===== src/rtl/fib_pkg.sv =====
// Shared types for the Fibonacci test-pattern generator: FSM states and
// overflow-mode encodings.
package fib_pkg;

    typedef enum logic [1:0] {
        IDLE = 2'd0,
        RUN  = 2'd1,
        DONE = 2'd2
    } state_t;

    localparam logic [1:0] MODE_WRAP    = 2'd0;
    localparam logic [1:0] MODE_STOP    = 2'd1;
    localparam logic [1:0] MODE_RESTART = 2'd2;

    // Encoding 3 is reserved and behaves as wrap.
    function automatic logic [1:0] norm_mode(input logic [1:0] m);
        return (m == 2'd3) ? MODE_WRAP : m;
    endfunction

endpackage


===== src/rtl/tick_divider.sv =====
// Term-slot counter: a clock enable that pulses tick on the last cycle of each
// DECIMATION-cycle slot, counting only while en is high.
module tick_divider #(
    parameter int DECIMATION = 16
) (
    input  logic clk,
    input  logic reset,
    input  logic clr,
    input  logic en,
    output logic tick
);

    localparam int CW = (DECIMATION > 1) ? $clog2(DECIMATION) : 1;
    localparam logic [CW-1:0] LAST = CW'(DECIMATION - 1);

    logic [CW-1:0] cnt;

    assign tick = en && (cnt == LAST);

    always_ff @(posedge clk) begin
        if (reset || clr)
            cnt <= '0;
        else if (en)
            cnt <= (cnt == LAST) ? '0 : cnt + 1'b1;
    end

endmodule


===== src/rtl/fib_seq_gen.sv =====
// Parametrised Fibonacci term generator with programmable seeds, slot divider,
// three overflow policies, optional term limit and valid/ready output.
module fib_seq_gen
    import fib_pkg::*;
#(
    parameter int WIDTH      = 8,
    parameter int DECIMATION = 16,
    parameter int MAX_TERMS  = 0,
    parameter int IDX_W      = 16
) (
    input  logic             clk,
    input  logic             reset,
    input  logic             start,
    input  logic             abort,
    input  logic [WIDTH-1:0] seed_a,
    input  logic [WIDTH-1:0] seed_b,
    input  logic [1:0]       mode,
    output logic [WIDTH-1:0] out_data,
    output logic             out_valid,
    input  logic             out_ready,
    output logic [IDX_W-1:0] out_index,
    output logic             overflow,
    output logic             busy
);

    localparam bit              LIMITED = (MAX_TERMS != 0);
    localparam logic [IDX_W-1:0] LIMIT  = IDX_W'(MAX_TERMS);

    state_t           state, state_nx;
    logic [WIDTH-1:0] a, b, sa_q, sb_q;
    logic             b_c;
    logic [1:0]       mode_q;
    logic             load, tick, slot_en, accept, pending, stop_hit, last_acc;
    logic [WIDTH:0]   adv_sum, seed_sum;

    assign accept   = out_valid & out_ready;
    assign pending  = out_valid & ~out_ready;
    assign slot_en  = (state == RUN) && !pending;
    assign stop_hit = tick && b_c && (mode_q == MODE_STOP);
    assign last_acc = LIMITED && accept && (state == RUN) && ((out_index + 1'b1) == LIMIT);
    assign adv_sum  = {1'b0, a} + {1'b0, b};
    assign seed_sum = {1'b0, sa_q} + {1'b0, sb_q};
    assign busy     = (state == RUN);

    tick_divider #(.DECIMATION(DECIMATION)) u_div (
        .clk   (clk),
        .reset (reset),
        .clr   (load),
        .en    (slot_en),
        .tick  (tick)
    );

    always_ff @(posedge clk) begin
        if (reset)
            state <= IDLE;
        else
            state <= state_nx;
    end

    always_comb begin
        state_nx = state;
        load     = 1'b0;
        if (abort) begin
            state_nx = IDLE;
        end else begin
            case (state)
                IDLE, DONE: if (start) begin
                    state_nx = RUN;
                    load     = 1'b1;
                end
                RUN: if (stop_hit || last_acc) state_nx = DONE;
                default: state_nx = IDLE;
            endcase
        end
    end

    always_ff @(posedge clk) begin
        if (reset) begin
            a         <= '0;
            b         <= '0;
            b_c       <= 1'b0;
            sa_q      <= '0;
            sb_q      <= '0;
            mode_q    <= MODE_WRAP;
            out_data  <= '0;
            out_valid <= 1'b0;
            out_index <= '0;
            overflow  <= 1'b0;
        end else begin
            // Restart-mode overflow is a single-cycle pulse; later writes win.
            if (mode_q == MODE_RESTART) overflow <= 1'b0;

            if (abort) begin
                out_valid <= 1'b0;
            end else if (load) begin
                sa_q      <= seed_a;
                sb_q      <= seed_b;
                mode_q    <= norm_mode(mode);
                a         <= seed_a;
                b         <= seed_b;
                b_c       <= 1'b0;
                out_index <= '0;
                overflow  <= 1'b0;
                out_valid <= 1'b0;
            end else if (state == RUN) begin
                if (accept) begin
                    out_index <= out_index + 1'b1;
                    out_valid <= 1'b0;
                end
                if (tick) begin
                    if (b_c && mode_q == MODE_STOP) begin
                        overflow <= 1'b1;
                    end else if (b_c && mode_q == MODE_RESTART) begin
                        out_data   <= sb_q;
                        out_valid  <= 1'b1;
                        a          <= sb_q;
                        {b_c, b}   <= seed_sum;
                        overflow   <= 1'b1;
                    end else begin
                        out_data   <= b;
                        out_valid  <= 1'b1;
                        a          <= b;
                        {b_c, b}   <= adv_sum;
                        if (b_c) overflow <= 1'b1;
                    end
                end
                // The limiting handshake ends the run; any term loaded alongside is dropped.
                if (last_acc) out_valid <= 1'b0;
            end
        end
    end

endmodule

===== config.mk =====
export PLATFORM = sky130hd
export DESIGN_NAME = fib_seq_gen
export DESIGN_NICKNAME = d
export VERILOG_FILES = /design/src/rtl/fib_pkg.sv /design/src/rtl/tick_divider.sv /design/src/rtl/fib_seq_gen.sv
export SDC_FILE = /design/constraint.sdc
export NUM_CORES = 1
export LEC_CHECK = 0
export CORE_UTILIZATION = 40
export DETAILED_ROUTE_END_ITERATION = 10
export PLACE_DENSITY = 0.63
export SLEW_MARGIN = 20
export SYNTH_ARGS = -nofsm -noshare
export SYNTH_HDL_FRONTEND = slang
export SYNTH_SLANG_ARGS = --single-unit

===== constraint.sdc =====
create_clock -name clk -period 3.7 [get_ports clk]
set_input_delay 0.925 -clock clk [delete_from_list [all_inputs] [get_ports clk]]
set_output_delay 0.925 -clock clk [all_outputs]
set_load 0.05 [all_outputs]

==> impl_metrics.ini <==
[run_status]
outcome = completed

[setup_path]
worstPathMaxFanout = 8
crit_path_start = abort
startpoint_type = input pin
crit_arrival_ns = 3.10
end_kind = register
rr_startpoint = sb_q[1]
required_ns = 3.98
reg2reg_setup_slack_ns = 1.59
critical_path_class = in2reg

[synthesis]
synth_edf_count = 0
netlist.area_leader.share = 0.393
ys_seq_elements = 67
ys_async_sr_fraction = 0
yosys.area.top_type = dfxtp_1
yosys_warnings = 0
ys_seq_area_frac = 0.393
postSynthAreaPerCell_sq_um = 8.16
synthesis.instances = 418
netlist_area_sq_um = 3410
ys.flop_type = dfxtp_1
syn_nets = 461
synth_cell_types = 51
yosys-top-cells-area = dfxtp_1 (39%), nand2_1 (7.9%), ha_1 (6.6%)

[global_routing]
grt_pass1_vias = 2897
grtUsageTotal = 0.202
grt_max_degree = 47
grt_overflow = 0
grt_pass1_wl_um = 13900
antenna_found_initial = 0

[place]
portBuffers = 49
post-place-ws_ns = 0.588
gp_congestion = 0.879
dp.cells = 559
dp_hpwl_um = 5830

[cts]
cts_tree = done
hold_buffers = 0
post_cts_buffers = 0
clkLatencyLatePin_ns = 0.34
cts_root_buf = clkbuf_8
clock-sinks = 67
ctsResizeCount = 0
ctsLongestPathBuffers = 2
path_clk_slew_ns = 0.08
cts_buffers = 9
htreeDepth = 3

[floorplanning]
pin_count = 50
die_h_um = 94.3
dieArea_sq_um = 8900
coreArea_sq_um = 8220
fp.dieW_um = 94.3
num_rows = 33
initial_core_util = 0.415

[detailed_routing]
vias_per_cell = 5.30
routed-via-count = 3045
dr.pass1.iters = 4
ant_nets = 0
wirelength_um = 8400
wl_per_cell_um = 14.6
drc_errors = 0
drt_iter0_drc = 142

[finish]
final_nets = 508
area_growth_pct = 24.0
drive_gt1_frac = 0.0766
antenna-diode-count = 0
fillers = 769
final_cells = 575

[hold_path]
hp-start = sa_q[6]
hp-class = reg2reg

[sta]
hold_viol = 0
rsz0062_at_grt = no
fin_ws_ns = 0.881
skew_ns = 0.0101
fmax_mhz = 355
period_minus_slack_ns = 2.82
max_slew_margin = 0.571
worst_pin_slew_ns = 0.642
slew_violations = 0
final.period_utilization = 0.762
setup_viol = 0
tns_ns = 0

[pwr]
power_density_nw_per_um2 = 382
vdd_drop_max_mv = 0.207
p_leak_uw = 0.00149

[flow_run]
maxCapViolations = 0
==> where the power goes <==
group	internal, uW	switching (uW)	total [uW]
registers	739	14.6	754
clock network	419	297	716
logic	65.8	79.4	145
==> Yosys cell counts, types with 3 or more instances <==
| master | instances |
|---|---|
| a211oi_1 | 4 |
| a21oi_1 | 43 |
| a21oi_2 | 3 |
| a221oi_1 | 6 |
| a31oi_1 | 4 |
| and3_1 | 4 |
| buf_2 | 3 |
| clkbuf_1 | 14 |
| dfxtp_1 | 67 |
| ha_1 | 18 |
| inv_1 | 11 |
| mux2i_1 | 3 |
| nand2_1 | 72 |
| nand2b_1 | 3 |
| nand3_1 | 9 |
| nand3b_1 | 3 |
| nand4_1 | 3 |
| nor2_1 | 49 |
| nor2b_1 | 4 |
| nor3_1 | 9 |
| o211ai_1 | 6 |
| o21a_1 | 3 |
| o21ai_0 | 18 |
| or3_1 | 6 |
| xnor2_1 | 13 |
| xor2_1 | 8 |
==> through the flow <==
stage	power, uW	hold WS (ns)	cell area (sq um)	util
finish	1620	0.467	4230	0.515
floorplan	861	0.435	3410	-
detailed placement	913	0.455	3990	0.486
global placement	911	0.456	3990	0.486
CTS	1630	0.467	4230	0.515
global route	1680	0.484	4230	0.515
==> cells in the final DEF (no fill, tap or decap), drive strengths merged, types with 5 or more instances in the layout <==
cell type      netlist  final
a221oi               6      6
dfxtp               67     67
buf                  5      6
nand2               72     72
nor2b                5      5
nor3                 9      9
nor2                50     50
o21ai               19     19
ha                  18     18
or3                  6      6
inv                 11     11
clkbuf              14     11
nand3                9      9
xnor2               13     13
xor2                 8      8
a21oi               46     46
o211ai               7      7
clkdlybuf4s50        0     49
==> worst paths after layout <==
path	depth (start not counted)	end
worst max-delay path	6	out_index[13]
worst min-delay path	2	sa_q[6]
worst max register to register	7	b[7]
worst min register to register	2	sa_q[6]
==> routing by layer <==
metal / vias to the layer above / routed length [um] / track usage
li1: 1551 / - / -
met1: 1429 / 4130 / 0.272
met2: 59 / 3870 / 0.323
met3: 6 / 343 / 0.0395
met4: 0 / 55 / 0.0641
met5: - / 0 / 0
==> flip-flops by register name (all words and copies together), names as in the netlist, 2 cells and up <==
name and cells:
b 8, out_index 16, sa_q 8, u_div.cnt 4, sb_q 8, out_data 8, a 8, state 2
mode_q 2
==> worst max-delay path, cell delays in order <==
cell	delay [ns]
clkdlybuf4s50_1	0.59
nor3b_2	0.34
and3_1	0.44
nand4_2	0.27
or3_1	0.38
a21oi_1	0.15
==> logic make-up (layout without fill, tap and decap cells) <==
logic type | Yosys count | count (layout) | share of synthesized area
and+or+nand+nor | 176 | 176 | 0.241
AOI/OAI and AO/OA | 101 | 101 | 0.188
DFF | 67 | 67 | 0.393
buffers and inverters | 30 | 82 | 0.0374
xor gates and xnor gates | 21 | 21 | 0.0539
adders and majority gates | 20 | 20 | 0.0778
muxes | 3 | 3 | 0.00880
==> cell type report <==
cell class              count  area, sq um  area share
flip-flops and latches     67         1340       0.317
multi-input cells         321         1940       0.459
repair buffers             55          536       0.127
clock buffers              11          151      0.0358
inverters                  11         41.3     0.00977
clock inverters             5         85.1      0.0201
well taps                 105          131      0.0311
Note: power is estimated with default switching activity, not from simulation.
